===== src/rtl/sprite_blit_writer_if.sv =====
// Bus bundle between the game controller / sprite ROM / SPRAM side and the blit writer.
//
// Handshake: the controller raises start for one cycle while busy=0 and done=0;
// the writer accepts it on that clock edge. It then holds busy high until the last
// write slot has completed and pulses done for exactly one cycle. Any start seen
// while busy or done is high is dropped, not queued. The ROM side has no
// back-pressure: rom_dout must be valid a fixed ROM_LATENCY cycles after rom_addr.
// The SPRAM write port takes fb_wr_en/fb_addr/fb_din unconditionally each cycle.
interface sprite_blit_writer_if #(
  parameter int FB_ADDR_WIDTH = 14
);
  logic                     start;
  logic                     mode;
  logic [5:0]               x_word;
  logic [8:0]               y;
  logic [15:0]              fill_word;
  logic                     busy;
  logic                     done;
  logic [7:0]               rom_addr;
  logic [15:0]              rom_dout;
  logic                     fb_wr_en;
  logic [FB_ADDR_WIDTH-1:0] fb_addr;
  logic [15:0]              fb_din;

  // Environment side: controller, sprite ROM and SPRAM together.
  modport master (
    output start, mode, x_word, y, fill_word, rom_dout,
    input  busy, done, rom_addr, fb_wr_en, fb_addr, fb_din
  );

  // Blit writer side.
  modport slave (
    input  start, mode, x_word, y, fill_word, rom_dout,
    output busy, done, rom_addr, fb_wr_en, fb_addr, fb_din
  );
endinterface


===== src/rtl/sprite_blit_writer.sv =====
// Sprite blit writer: streams a 64x64 1bpp sprite (256 words) from the sprite ROM,
// or a constant fill word, into the SPRAM frame buffer at a word-aligned position,
// dropping the writes that fall outside the screen. The blit always takes the same
// number of cycles regardless of clipping.
module sprite_blit_writer #(
  parameter int FB_W_WORDS    = 40,
  parameter int FB_H          = 400,
  parameter int ROM_LATENCY   = 2,
  parameter int FB_ADDR_WIDTH = 14
) (
  input  logic                 clk,
  input  logic                 reset_n,
  sprite_blit_writer_if.slave  bus,
  output logic [1:0]           state_dbg
);

  typedef enum logic [1:0] {
    S_IDLE  = 2'd0,
    S_ISSUE = 2'd1,
    S_DRAIN = 2'd2,
    S_DONE  = 2'd3
  } state_t;

  localparam logic [15:0] FB_W16  = 16'(FB_W_WORDS);
  localparam logic [15:0] FB_H16  = 16'(FB_H);
  localparam logic [7:0]  LAT8    = 8'(ROM_LATENCY);

  state_t state;
  state_t state_nxt;

  // Word counter: runs 0..255 in ISSUE (it is the ROM address), then is reused
  // in DRAIN to count the ROM_LATENCY+1 cycles until the last write lands.
  logic [7:0] k_cnt;

  // Parameters captured when a start is accepted.
  logic        mode_q;
  logic [5:0]  x_q;
  logic [8:0]  y_q;
  logic [15:0] fill_q;

  // Delay line carrying the issued word index alongside the ROM read latency.
  logic [ROM_LATENCY-1:0] pipe_vld;
  logic [7:0]             pipe_idx [ROM_LATENCY];

  // Write port registers.
  logic                     fb_wr_en_q;
  logic [FB_ADDR_WIDTH-1:0] fb_addr_q;
  logic [15:0]              fb_din_q;

  // Combinational outputs of the FSM.
  logic       busy_c;
  logic       done_c;
  logic [7:0] rom_addr_c;

  logic        accept;
  logic        slot_vld;
  logic [7:0]  slot_idx;
  logic [5:0]  slot_row;
  logic [1:0]  slot_col;
  logic [15:0] col_sum;
  logic [15:0] row_sum;
  logic        in_range;

  assign accept = (state == S_IDLE) && bus.start;

  // State register.
  always_ff @(posedge clk) begin
    if (!reset_n) begin
      state <= S_IDLE;
    end else begin
      state <= state_nxt;
    end
  end

  // Next-state logic: ISSUE ends after word 255, DRAIN covers the ROM latency
  // plus the write register stage, DONE is a single cycle.
  always_comb begin
    state_nxt = state;
    case (state)
      S_IDLE:  if (bus.start)          state_nxt = S_ISSUE;
      S_ISSUE: if (k_cnt == 8'd255)    state_nxt = S_DRAIN;
      S_DRAIN: if (k_cnt == LAT8)      state_nxt = S_DONE;
      S_DONE:                          state_nxt = S_IDLE;
      default:                         state_nxt = S_IDLE;
    endcase
  end

  // FSM outputs decoded from the registered state.
  always_comb begin
    busy_c     = 1'b0;
    done_c     = 1'b0;
    rom_addr_c = 8'd0;
    case (state)
      S_ISSUE: begin
        busy_c     = 1'b1;
        rom_addr_c = k_cnt;
      end
      S_DRAIN: busy_c = 1'b1;
      S_DONE:  done_c = 1'b1;
      default: ;
    endcase
  end

  // Word counter: counts in ISSUE and DRAIN; the wrap from 255 to 0 on the
  // ISSUE->DRAIN transition starts the drain count at zero.
  always_ff @(posedge clk) begin
    if (!reset_n) begin
      k_cnt <= 8'd0;
    end else if ((state == S_ISSUE) || (state == S_DRAIN)) begin
      k_cnt <= (state_nxt == S_DONE) ? 8'd0 : k_cnt + 8'd1;
    end else begin
      k_cnt <= 8'd0;
    end
  end

  // Capture the request; later input changes do not disturb a running blit.
  always_ff @(posedge clk) begin
    if (!reset_n) begin
      mode_q <= 1'b0;
      x_q    <= 6'd0;
      y_q    <= 9'd0;
      fill_q <= 16'd0;
    end else if (accept) begin
      mode_q <= bus.mode;
      x_q    <= bus.x_word;
      y_q    <= bus.y;
      fill_q <= bus.fill_word;
    end
  end

  // Index delay line: the word index issued with rom_addr arrives at the last
  // stage in the same cycle as its ROM data.
  always_ff @(posedge clk) begin
    if (!reset_n) begin
      pipe_vld <= '0;
      for (int i = 0; i < ROM_LATENCY; i++) begin
        pipe_idx[i] <= 8'd0;
      end
    end else begin
      pipe_vld[0] <= (state == S_ISSUE);
      pipe_idx[0] <= k_cnt;
      for (int i = 1; i < ROM_LATENCY; i++) begin
        pipe_vld[i] <= pipe_vld[i-1];
        pipe_idx[i] <= pipe_idx[i-1];
      end
    end
  end

  // Destination position of the word in its write slot and the clip decision.
  // Sums are formed 16 bits wide so an off-screen position never wraps back
  // onto the screen.
  always_comb begin
    slot_vld = pipe_vld[ROM_LATENCY-1];
    slot_idx = pipe_idx[ROM_LATENCY-1];
    slot_row = slot_idx[7:2];
    slot_col = slot_idx[1:0];
    col_sum  = {10'd0, x_q} + {14'd0, slot_col};
    row_sum  = {7'd0, y_q} + {10'd0, slot_row};
    in_range = (col_sum < FB_W16) && (row_sum < FB_H16);
  end

  // SPRAM write register: address/data only move on an actual write so they
  // hold their last value between writes.
  always_ff @(posedge clk) begin
    if (!reset_n) begin
      fb_wr_en_q <= 1'b0;
      fb_addr_q  <= '0;
      fb_din_q   <= 16'd0;
    end else begin
      fb_wr_en_q <= slot_vld && in_range;
      if (slot_vld && in_range) begin
        fb_addr_q <= FB_ADDR_WIDTH'(row_sum * FB_W16 + col_sum);
        fb_din_q  <= mode_q ? fill_q : bus.rom_dout;
      end
    end
  end

  assign bus.busy     = busy_c;
  assign bus.done     = done_c;
  assign bus.rom_addr = rom_addr_c;
  assign bus.fb_wr_en = fb_wr_en_q;
  assign bus.fb_addr  = fb_addr_q;
  assign bus.fb_din   = fb_din_q;
  assign state_dbg    = state;

endmodule

===== src/flat_wrapper.sv =====
// flat-port wrapper written by rule: the top's interface ports become plain ports
module sprite_blit_writer_flat 
#(
  parameter int FB_W_WORDS    = 40,
  parameter int FB_H          = 400,
  parameter int ROM_LATENCY   = 2,
  parameter int FB_ADDR_WIDTH = 14
)
  (clk, reset_n, state_dbg, bus_start, bus_mode, bus_x_word, bus_y, bus_fill_word, bus_rom_dout, bus_busy, bus_done, bus_rom_addr, bus_fb_wr_en, bus_fb_addr, bus_fb_din);
  sprite_blit_writer_if #(.FB_ADDR_WIDTH(FB_ADDR_WIDTH)) bus_i ();
  input  logic clk;
  input  logic reset_n;
  output logic [1:0] state_dbg;
  input wire logic [$bits(bus_i.start)-1:0] bus_start;
  input wire logic [$bits(bus_i.mode)-1:0] bus_mode;
  input wire logic [$bits(bus_i.x_word)-1:0] bus_x_word;
  input wire logic [$bits(bus_i.y)-1:0] bus_y;
  input wire logic [$bits(bus_i.fill_word)-1:0] bus_fill_word;
  input wire logic [$bits(bus_i.rom_dout)-1:0] bus_rom_dout;
  output wire logic [$bits(bus_i.busy)-1:0] bus_busy;
  output wire logic [$bits(bus_i.done)-1:0] bus_done;
  output wire logic [$bits(bus_i.rom_addr)-1:0] bus_rom_addr;
  output wire logic [$bits(bus_i.fb_wr_en)-1:0] bus_fb_wr_en;
  output wire logic [$bits(bus_i.fb_addr)-1:0] bus_fb_addr;
  output wire logic [$bits(bus_i.fb_din)-1:0] bus_fb_din;
  assign bus_i.start = bus_start;
  assign bus_i.mode = bus_mode;
  assign bus_i.x_word = bus_x_word;
  assign bus_i.y = bus_y;
  assign bus_i.fill_word = bus_fill_word;
  assign bus_i.rom_dout = bus_rom_dout;
  assign bus_busy = bus_i.busy;
  assign bus_done = bus_i.done;
  assign bus_rom_addr = bus_i.rom_addr;
  assign bus_fb_wr_en = bus_i.fb_wr_en;
  assign bus_fb_addr = bus_i.fb_addr;
  assign bus_fb_din = bus_i.fb_din;
  sprite_blit_writer #(.FB_W_WORDS(FB_W_WORDS), .FB_H(FB_H), .ROM_LATENCY(ROM_LATENCY), .FB_ADDR_WIDTH(FB_ADDR_WIDTH)) u_core (.clk(clk), .reset_n(reset_n), .bus(bus_i), .state_dbg(state_dbg));
endmodule

===== config.mk =====
export PLATFORM = sky130hd
export DESIGN_NAME = sprite_blit_writer_flat
export DESIGN_NICKNAME = d
export VERILOG_FILES = /design/src/rtl/sprite_blit_writer_if.sv /design/src/rtl/sprite_blit_writer.sv /design/src/flat_wrapper.sv
export SDC_FILE = /design/constraint.sdc
export NUM_CORES = 1
export LEC_CHECK = 0
export CAP_MARGIN = 20
export CORE_ASPECT_RATIO = 1.2
export CORE_UTILIZATION = 45
export DETAILED_ROUTE_END_ITERATION = 10
export GPL_TIMING_DRIVEN = 0
export MAX_ROUTING_LAYER = met4
export PLACE_DENSITY_LB_ADDON = 0.2
export SLEW_MARGIN = 10
export SYNTH_ARGS = -nofsm -noshare
export SYNTH_HDL_FRONTEND = slang
export SYNTH_SLANG_ARGS = --single-unit

===== constraint.sdc =====
create_clock -name clk -period 3.4 [get_ports clk]
set_input_delay 0.68 -clock clk [delete_from_list [all_inputs] [get_ports clk]]
set_output_delay 0.68 -clock clk [all_outputs]
set_load 0.1 [all_outputs]

* Word-level counts from Yosys, hierarchy flattened
Memories as Yosys holds them, arrays and structs flattened.
Index checks and enable logic that the tools add are counted.
** Word-level totals
- Bits in registers :: 75
- Latch bits :: 0
- Bits in writable memories :: 16
- ROM bits :: 0
- Bits of input ports :: 51
- Output and inout bits :: 43
- Memories kept :: 1
** Memories
- u_core.pipe_idx :: depth 2, bits a word 8, read ports 2, clocked after memory_dff 0, wr ports 2, line sprite_blit_writer.sv:43 : logic [7:0] pipe_idx [ROM_LATENCY];
** Operators by class
- Add/subtract/negate cells :: 4
- Multipliers :: 1
- Div/mod/pow operators :: 0
- Magnitude comparators :: 2
- Equality and inequality tests :: 6
- Shifts and indexed selects :: 0
- Multiplexer cells :: 12
- Bitwise logic cells :: 4
- Reductions and logical operators :: 7
** Operator list (number)
- 8-bit two-way mux :: 3
- 16-bit by 6-bit less-than comparator with 1-bit output, second input constant :: 1
- 16-bit by 9-bit less-than comparator with 1-bit output, second input constant :: 1
- 16-bit by 3-bit multiplier with 11-bit output, second input constant :: 1
- 16-bit two-way mux :: 1
- 14-bit adder :: 1
- 9-bit by 6-bit adder with 10-bit output :: 1
- 8-bit by 1-bit adder with 8-bit output, second input constant :: 1
- 8-bit by 2-bit == test with 1-bit output, second input constant :: 1
- 8-bit == test, second input constant :: 1
- 2-bit case mux with 4 select lines :: 1
- 6-bit by 2-bit adder with 7-bit output :: 1
- 2-bit == test, second input constant :: 3
- 2-bit two-way mux :: 3
- 1-bit two-way mux :: 4
- 1-bit logical AND :: 3
- 3-bit OR reduction :: 1
- 2-bit by 1-bit == test with 1-bit output, second input constant :: 1
- 2-bit zero test :: 1
- 1-bit inverter :: 2
- 1-bit bitwise OR :: 2
- 2-bit OR reduction :: 1
- 1-bit logical OR :: 1

* Logic depth before layout (Yosys ltp)
Gate-level depths: netlist of the first run.
- Depth after elaboration :: 5
- Gate-level depth with buffers :: 17
- Mapped depth without buffers :: 17

* Least setup slack after synthesis of the first run
Ideal clock, no wire load.
- Path type :: flip-flop to flip-flop
- Start :: reg u_core.y_q[0]
- End :: reg u_core.fb_addr_q[13], in the netlist u_core.bus.fb_addr[13]
- Data arrival time :: 3651 ps
- Data required time :: 3316 ps
- Setup slack :: -335 ps
- Stages on the path, launching flop included :: 17
- Cells stage by stage :: dfxtp_1 ha_1 fa_1 a211oi_2 nor2_1 nor2_1 nor2_1 and2_1 or2_2 fa_1 xor2_1 nor2_1 a21boi_0 nand3_1 nor4b_1 xnor2_1 o31ai_2
** On the way
- Word-level cells in the longest chain between the ends :: 4
- Elaborated cells between the ends (all ways) :: 6
- Classes of those cells :: add/sub (2); mul (1); order compare (1); reduce/logical (2)
** RTL lines
- start: declaration :: line sprite_blit_writer.sv:38 : logic [8:0] y_q;
- start signal: assignment :: line sprite_blit_writer.sv:126 : y_q <= bus.y;
- 9-bit by 6-bit adder with 10-bit output * :: line sprite_blit_writer.sv:158 : row_sum = {7'd0, y_q} + {10'd0, slot_row};
- branches (longest 3 deep; another with 16-bit by 3-bit multiplier with 11-bit output)
- end signal: assignment :: line sprite_blit_writer.sv:172 : fb_addr_q <= FB_ADDR_WIDTH'(row_sum * FB_W16 + col_sum);
- end: declaration :: line sprite_blit_writer.sv:47 : logic [FB_ADDR_WIDTH-1:0] fb_addr_q;
Every way passes the cells marked *.
A chain may end at the register's enable or synchronous reset.

* Final worst setup path of the first run
Ends and elaborated chain as after synthesis.

==> results of run 1 <==
[logic make-up after synthesis]
| family | after synthesis | share of synthesized area (%) |
|---|---|---|
| compound gates | 80 | 11.1 |
| buf+inv | 41 | 4.51 |
| simple gates | 194 | 20.0 |
| mux | 42 | 9.45 |
| flops | 91 | 39.1 |
| fa+ha+maj | 36 | 10.3 |
| xor+xnor | 30 | 5.64 |
[how the worst max path moves through the flow]
stage	startpoint	endpoint	cells after the start
after floorplan	u_core.y_q[0]	u_core.bus.fb_addr[13]	14
after global placement	u_core.y_q[1]	u_core.bus.fb_addr[13]	14
after detailed placement	u_core.y_q[0]	u_core.bus.fb_addr[13]	16
after CTS	u_core.y_q[0]	u_core.bus.fb_addr[13]	17
after global routing	u_core.y_q[0]	u_core.bus.fb_addr[13]	17
final	u_core.y_q[0]	u_core.bus.fb_addr[13]	16
[what timing repair did]
item                       4_1_cts  5_1_grt
pin swaps                       29        7
setup endpoints to repair        4        5
setup buffers                   16        4
gates resized for setup         22        7
cloned                           0        0
[report_power, final]
part	switching (mW)	total [mW]	leakage, nW	internal [mW]
combinational	0.966	1.61	1.81	0.646
sequential	0.0998	1.29	0.740	1.19
clock	0.415	1.13	0.163	0.720
total	1.48	4.03	2.71	2.55
[sequential cells by signal, indices dropped and copies added (netlist names)]
signal / cells
u_core.bus.fb_addr: 14
u_core.x_q: 6
u_core.k_cnt: 8
u_core.bus.fb_din: 16
u_core.pipe_vld: 2
u_core.y_q: 9
u_core.mode_q: 1
u_core.pipe_idx: 16
u_core.fill_q: 16
u_core.bus.fb_wr_en: 1
u_core.state_dbg: 2
[layer usage]
layer | share of wire, % | up-vias
li1 | - | 1993
met1 | 44 | 1837
met2 | 51 | 70
met3 | 3.5 | 16
met4 | 1.9 | 0
met5 | 0 | -
[stage by stage]
step / util, % / TNS, ps / setup slack (ps) / hold WS [ps] / cell area (um^2)
after floorplan: - / 0 / 2.21 / 412 / 4690
after global placement: 57.4 / -590 / -287 / 416 / 5780
after detailed placement: 57.4 / -802 / -385 / 419 / 5780
after CTS: 63.4 / -327 / -164 / 437 / 6380
after global routing: 64.1 / -1460 / -422 / 452 / 6450
final: 64.1 / -379 / -210 / 435 / 6450
[cell usage in the layout, fill, tap and decap left out, types with 3 or more instances in the layout]
| master | netlist | layout |
|---|---|---|
| clkbuf_1 | 15 | 16 |
| a21oi_1 | 38 | 37 |
| mux2i_1 | 26 | 26 |
| xor2_1 | 11 | 11 |
| ha_4 | 0 | 6 |
| clkdlybuf4s50_1 | 0 | 93 |
| bufinv_16 | 0 | 3 |
| buf_12 | 3 | 3 |
| o21ai_0 | 10 | 9 |
| nand3_1 | 7 | 6 |
| nor2b_1 | 5 | 5 |
| mux2_2 | 16 | 16 |
| dfxtp_1 | 91 | 89 |
| buf_4 | 0 | 20 |
| xnor2_2 | 0 | 5 |
| or2_0 | 3 | 3 |
| nor2_1 | 53 | 52 |
| nand2b_1 | 3 | 3 |
| buf_1 | 4 | 4 |
| xnor2_1 | 19 | 14 |
| ha_1 | 32 | 26 |
| inv_1 | 18 | 17 |
| a21o_1 | 4 | 4 |
| clkbuf_16 | 0 | 9 |
| nand2_1 | 75 | 75 |
| and2_1 | 28 | 28 |
[area by class of cell]
class                   count  share of cell area (%)
plain buffers              23                    2.21
repair buffers            113                    16.8
clock inverters             6                    1.73
flip-flops and latches     91                    28.3
inverters                  18                    1.05
well taps                 126                    2.44
multi-input cells         382                    44.0
clock buffers              10                    3.55
==> results.yml, run 1 <==
logic_synthesis:
  synth_common_cells: "91 x dfxtp_1, 75 x nand2_1, 53 x nor2_1"
  synthDominantCellAreaShare_pct: 39.1
  yosysSeqAreaShare_pct: 39.1
  ys_seq_elements: 91
  synth.distinct_cells: 57
  synth_area_leaders: "dfxtp_1 39%, ha_1 8.6%, nand2_1 6.0%"
  syn_inst: 514
  synth_nets: 601
  yosysMostFrequentCell: "dfxtp_1"
  synth_top_area_cell: "dfxtp_1"
  syn_area_per_cell_um2: 9.07
  yosys_warnings: 0
  async_flop_share_pct: 0
  synth_edf_count: 0
  syn_area_um2: 4660
  synth-main-ff-cell: "dfxtp_1"
setup_path:
  ff2ff_path_depth: 16
  critPathMaxStageDelay_ps: 350
  r2r-start: "u_core.y_q[0]"
  crit_type: "register to register"
  rr_endpoint: "u_core.bus.fb_addr[13]"
  worstSetupStartpointType: "register"
  critPathCaptureType: "register"
  rrSetupSlack_ps: -210
  slowest_stage: "fa_2"
  critPathMaxFanout: 4
  worstPathCellList: "ha_4, fa_2, a211oi_2, nor3b_2, o21a_1, nor2_2, xnor2_2, buf_4, ha_4, ha_4, or3_1, o22ai_1, xor2_1, xnor2_2, xnor2_2, o31ai_2"
  critical_path_required_ps: 3660
  cp_num_buf_inv: 1
  cp_top_family: "adder cells"
  critical_path_arrival_ps: 3870
outcome:
  status: "finished, violations left"
  violations: "setup timing"
detailed_routing:
  drtAntennaViolNets: 0
  drtIter0Drc: 150
  via_count: 3916
  wire_per_inst_um: 14.1
  via_per_inst: 5.09
  wirelength_um: 10800
  drtPass1Iterations: 4
  drc: 0
die:
  die_area_um2: 10800
  core_um2: 10100
  die_h_um: 114
  rows: 40
  die_x_um: 94.9
  num_io_pins: 94
  start_util_pct: 46.3
final_layout:
  layout-area-overhead-vs-synth_pct: 38.3
  regArea_um2: 1820
  multi_input_area_um2: 2840
  nFillCells: 835
  final_cells: 769
  diodes: 0
  final_nets: 725
  drive_gt1_share_pct: 14.6
clock_network:
  cts-root-buf: "clkbuf_16"
  clk_latency_ps: 350
  cts_htree_levels: 3
  cts_tree: "built"
  cts_sinks: 91
  ctsLongestPathBuffers: 2
  hold_buffers: 0
  cts_buffers: 9
  path_clk_slew_ps: 70
place:
  io_buffers: 93
  dp_hpwl_um: 7930
  place_inst: 733
  routabilityCongestion: 0.834
power:
  powerDensity_nw_per_um2: 626
  max-vdd-ir-drop_mv: 0.704
  p_total_mw: 4.03
  p_leak_nw: 2.71
worst_hold_path:
  worstHoldPathCells: 1
  hold_start: "u_core.pipe_idx[0][4]"
  min_to: "u_core.pipe_idx[0][12]"
  hold_class: "register to register"
sta:
  finalHoldViolCount: 0
  rsz0062_at_grt: "yes"
  setup_slack_ps: -210
  slew_headroom_pct: 31.5
  fin_crit_ps: 3610
  maxSlewViolCount: 0
  tightestPinTransition_ps: 1020
  setup_viol: 4
  fmax_mhz: 277
  clock_skew_ps: 11.9
  period_share_pct: 106
grt:
  grt_pass1_wl_um: 18100
  grtUsageMet2_pct: 38.2
  busiest_layer: "met2"
  use_met3_pct: 4.60
  grt_overflow_total: 0
  antenna_found_initial: 0
  grt_usage_pct: 22.0
  first_global_vias: 3984
  grt_max_degree: 16
  met1_usage_pct: 24.9
run:
  drv_cap: 0
Power figures use the tool's default switching activity.
==> inputs of run 2 (changes only) <==
Settings changed: SKIP_LAST_GASP set to 1.
==> run 2 against run 1 <==
Effect of this change:
- the run still ends with setup timing left
- sequential cell count is the same
- critical path type unchanged
- sequential power is essentially flat
- clock-buffer cell count is the same
- largest power group unchanged
- first-iteration DRC count shrank 1.3%
- clock power is essentially flat
- cell area is the same
- global-route usage is the same
- total power is essentially flat
==> results.yml, run 2 (synthesis gave the netlist of run 1 again) <==
outcome:
  status: "finished, violations left"
  violations: "setup timing"
detailed_routing:
  wire_per_inst_um: 14.1
  drc: 0
  drtPass1Iterations: 4
  drtAntennaViolNets: 0
  via_per_inst: 5.09
  wirelength_um: 10800
  via_count: 3917
  drtIter0Drc: 148
final_layout:
  layout-area-overhead-vs-synth_pct: 38.3
  final_nets: 725
  drive_gt1_share_pct: 14.6
  mostFrequentLayoutCells: "93 x clkdlybuf4s50_1, 89 x dfxtp_1, 75 x nand2_1"
  postLayoutCoreUtil_pct: 64.1
  final_common_cell: "clkdlybuf4s50_1"
  diodes: 0
grt:
  grt_max_degree: 16
  grt_pass1_wl_um: 18100
  first_global_vias: 3984
  grt_usage_pct: 22.0
  antenna_found_initial: 0
  grt_overflow_total: 0
sta:
  clock_skew_ps: 12.1
  setup_viol: 4
  setup_slack_ps: -210
  maxSlewViolCount: 0
  fmax_mhz: 277
  tightestPinTransition_ps: 1020
  rsz0062_at_grt: "yes"
  period_share_pct: 106
  fin_crit_ps: 3610
  finalHoldViolCount: 0
  slew_headroom_pct: 31.5
worst_hold_path:
  worstHoldPathCells: 1
  min_to: "u_core.pipe_idx[0][12]"
  hold_start: "u_core.pipe_idx[0][4]"
  hold_class: "register to register"
setup_path:
  rrSetupSlack_ps: -210
  crit_type: "register to register"
  rr_endpoint: "u_core.bus.fb_addr[13]"
  r2r-start: "u_core.y_q[0]"
  worstSetupStartpointType: "register"
  critical_path_required_ps: 3660
  critPathCaptureType: "register"
  critical_path_arrival_ps: 3870
  ff2ff_path_depth: 16
  critPathMaxFanout: 4
die:
  num_io_pins: 94
  die_area_um2: 10800
  start_util_pct: 46.3
  die_h_um: 114
  rows: 40
  die_x_um: 94.9
  core_um2: 10100
power:
  pwr-share-comb_pct: 39.9
  p_leak_nw: 2.71
  max-vdd-ir-drop_mv: 0.703
  p_seq_share_pct: 31.9
  clockPowerShare_pct: 28.2
  powerDensity_nw_per_um2: 626
  switching_share_pct: 36.7
  power.switching_mw: 1.48
  p_int_mw: 2.55
clock_network:
  cts_tree: "built"
  ctsLongestPathBuffers: 2
  path_clk_slew_ps: 70
  cts_buffers: 9
  cts_htree_levels: 3
  cts-root-buf: "clkbuf_16"
  clk_latency_ps: 350
  cts_sinks: 91
  hold_buffers: 0
place:
  pre_cts_ws_ps: -385
  routabilityCongestion: 0.834
  io_buffers: 93
  dp_hpwl_um: 7930
run:
  drv_cap: 0
==> run 2: cell counts in the layout (fill, tap and decap cells not counted) <==
No cell type changed its count.
==> run 2: final cells by class <==
type	count	area, um^2
timing repair buffer	113	1080
buffer	23	143
sequential	91	1820
fill	835	3610
inverter	18	67.6
clock inverter	6	111
tap	126	158
multi-input combinational	382	2840
clock buffer	10	229
==> run 2: stage by stage <==
step                cells  setup TNS [ps]  total power, mW  hold WS, ps  instance area, um^2
floorplan             514               0             2.37          412                 4690
global placement      733            -590             2.69          416                 5780
detailed placement    733            -802             2.72          419                 5780
CTS                   765            -327             4.01          437                 6380
global route          769           -1460             4.25          452                 6450
finish                769            -370             4.03          435                 6450
==> run 2: repair_timing <==
item | in CTS | in global routing
pin swaps | 29 | 6
setup endpoints to repair | 4 | 5
gates cloned | 0 | 0
resized for setup | 22 | 7
buffers inserted | 16 | 4
==> run 2: worst max-delay path by stage <==
| stage | from | end | slack, ps | depth (start not counted) |
|---|---|---|---|---|
| 6_report | u_core.y_q[0] | u_core.bus.fb_addr[13] | -210 | 16 |
| 5_1_grt | u_core.y_q[0] | u_core.bus.fb_addr[13] | -420 | 17 |
| 4_1_cts | u_core.y_q[0] | u_core.bus.fb_addr[13] | -160 | 17 |
| 3_5_place_dp | u_core.y_q[0] | u_core.bus.fb_addr[13] | -390 | 16 |
| 3_3_place_gp | u_core.y_q[1] | u_core.bus.fb_addr[13] | -290 | 14 |
| 2_1_floorplan | u_core.y_q[0] | u_core.bus.fb_addr[13] | 2 | 14 |
==> run 2: critical path, cell delays in order, from the launching register on <==
cell	delay [ps]
dfxtp_2	340
ha_4	170
fa_2	350
a211oi_2	240
nor3b_2	110
o21a_1	200
nor2_2	150
xnor2_2	160
buf_4	160
ha_4	200
ha_4	170
or3_1	300
o22ai_1	160
xor2_1	250
xnor2_2	140
xnor2_2	170
o31ai_2	220
==> run 2: power by group through the flow <==
| stage | Sequential [mW] | Clock (mW) | Combinational [mW] |
|---|---|---|---|
| after global placement | 1.30 | 0 | 1.39 |
| final | 1.29 | 1.14 | 1.61 |
| after detailed placement | 1.31 | 0 | 1.41 |
| after global routing | 1.31 | 1.20 | 1.74 |
| after floorplan | 1.52 | 0 | 0.847 |
| after CTS | 1.29 | 1.15 | 1.58 |
==> run 2: per-layer routing <==
layer / wire length (um) / part of all wire, % / track usage (%) / vias to the layer above
met5: 0 / 0 / - / -
met4: 207 / 1.9 / 7.47 / 0
met3: 355 / 3.3 / 4.60 / 16
met2: 5540 / 51 / 38.2 / 70
met1: 4740 / 44 / 24.9 / 1839
li1: - / - / - / 1992
==> inputs of run 3 (changes only) <==
Settings changed: CTS_CLUSTER_SIZE set to 10, SETUP_SLACK_MARGIN set to 0.5.
==> run 3 against run 2 <==
Effect of this change:
- the run still ends with setup timing left
- clock-buffer cell count grew 2
- setup slack gained 49 ps
- worst hold slack lost 0.56 ps
- die area is the same
- total power shrank 1.8%
- critical path depth grew 1
- first-iteration DRC count shrank 36%
- final cell count shrank 0.13%
- wire length grew 5.0%
- clock power shrank 9%
==> results.yml, run 3 (synthesis gave the netlist of run 1 again) <==
outcome:
  status: "finished, violations left"
  violations: "setup timing"
clock_network:
  hold_buffers: 0
  cts_htree_levels: 3
  path_clk_slew_ps: 60
  cts_buffers: 9
  clk_latency_ps: 340
  cts_sinks: 91
  ctsLongestPathBuffers: 2
  cts-root-buf: "clkbuf_16"
  cts_tree: "built"
detailed_routing:
  drtPass1Iterations: 5
  drtIter0Drc: 95
  drc: 0
  wirelength_um: 11400
  drtAntennaViolNets: 0
  wire_per_inst_um: 14.8
  via_count: 3963
  via_per_inst: 5.16
run:
  drv_cap: 0
final_layout:
  multi_input_area_um2: 2890
  final_common_cell: "dfxtp_1"
  layout-area-overhead-vs-synth_pct: 40.7
  diodes: 0
  nFillCells: 797
  regArea_um2: 1830
  mostFrequentLayoutCells: "87 x dfxtp_1, 84 x clkdlybuf4s50_1, 75 x nand2_1"
  final_nets: 724
  drive_gt1_share_pct: 17.8
  postLayoutCoreUtil_pct: 65.2
die:
  die_h_um: 114
  rows: 40
  core_um2: 10100
  num_io_pins: 94
  die_area_um2: 10800
  start_util_pct: 46.3
  die_x_um: 94.9
sta:
  tightestPinTransition_ps: 1010
  slew_headroom_pct: 32.4
  fmax_mhz: 281
  period_share_pct: 105
  setup_viol: 4
  fin_crit_ps: 3560
  maxSlewViolCount: 0
  setup_slack_ps: -161
  finalHoldViolCount: 0
  clock_skew_ps: 8.41
  rsz0062_at_grt: "yes"
setup_path:
  critPathMaxFanout: 3
  worstSetupStartpointType: "register"
  critical_path_required_ps: 3630
  critical_path_arrival_ps: 3790
  crit_type: "register to register"
  critPathCaptureType: "register"
power:
  p_leak_nw: 2.75
  max-vdd-ir-drop_mv: 0.760
  powerDensity_nw_per_um2: 604
place:
  pre_cts_ws_ps: -261
  routabilityCongestion: 0.827
  io_buffers: 93
  dp_hpwl_um: 7980
grt:
  grt_pass1_wl_um: 18000
  antenna_found_initial: 0
  grt_overflow_total: 0
  grt_usage_pct: 22.2
  first_global_vias: 3989
  grt_max_degree: 15
worst_hold_path:
  hold_class: "register to register"
## run 3: changes by cell type in the layout (fill, tap and decap cells not counted), sizes merged
cell / change
inv: -1
dlygate4sd2: +1
clkdlybuf4s15: +8
clkbuf: +6
bufinv: -2
clkinv: +1
clkdlybuf4s50: -9
buf: -5
## run 3: layout make-up
type,instances,area share [%]
Multi-Input combinational cell,382,44.1
Buffer,23,2.23
Inverter,18,1.03
Tap cell,126,2.40
Timing Repair Buffer,112,17.6
Clock buffer,12,4.06
Clock inverter,4,0.725
Sequential cell,91,27.9
## run 3: report_power, final
group	internal (mW)	switching, mW
Combinational	0.652	0.980
Sequential	1.19	0.100
Clock	0.627	0.413
Total	2.47	1.49
## run 3: worst paths after layout
path / start / end / slack (ps) / cells after the start
worst max-delay path: u_core.y_q[0] / u_core.bus.fb_addr[12] / -160 / 17
worst min-delay path: u_core.pipe_idx[0][6] / u_core.pipe_idx[0][14] / 430 / 1
worst max register to register: u_core.y_q[0] / u_core.bus.fb_addr[12] / -160 / 17
worst min register to register: u_core.pipe_idx[0][6] / u_core.pipe_idx[0][14] / 430 / 1
## run 3: worst max-delay path: stages (launching register included)
cell,delay (ps)
dfxtp_2,330
ha_4,160
fa_2,370
a211oi_4,260
nor2_1,90
nor2_1,100
nor2_1,80
and2_4,170
or2_4,240
inv_2,70
ha_4,190
a211oi_2,250
nor2_1,90
xor2_1,260
buf_4,170
and3_4,200
a311oi_1,110
o311a_1,310
## run 3: repair_timing
action                     4_1_cts  5_1_grt
pin swaps                       18        8
gates resized for setup         39       13
setup endpoints to repair       15       17
buffers inserted                11        4
cloned                           0        4
## run 3: metal layers
metal	GRT usage, %	vias to the layer above	share of wire, %
met5	-	-	0
met4	7.17	0	2.1
met3	4.87	23	3.7
met2	39.1	90	51
met1	24.5	1868	43
li1	-	1982	-
## run 3: metrics by stage
step	std cells	cell area [um^2]	hold slack (ps)	setup TNS, ps	power, mW
6_report	768	6560	434	-342	3.96
5_1_grt	768	6560	450	-1050	4.17
4_1_cts	760	6360	435	-59.8	3.90
3_5_place_dp	733	5880	421	-391	2.77
3_3_place_gp	733	5880	417	-310	2.75
2_1_floorplan	514	4790	412	0	2.42
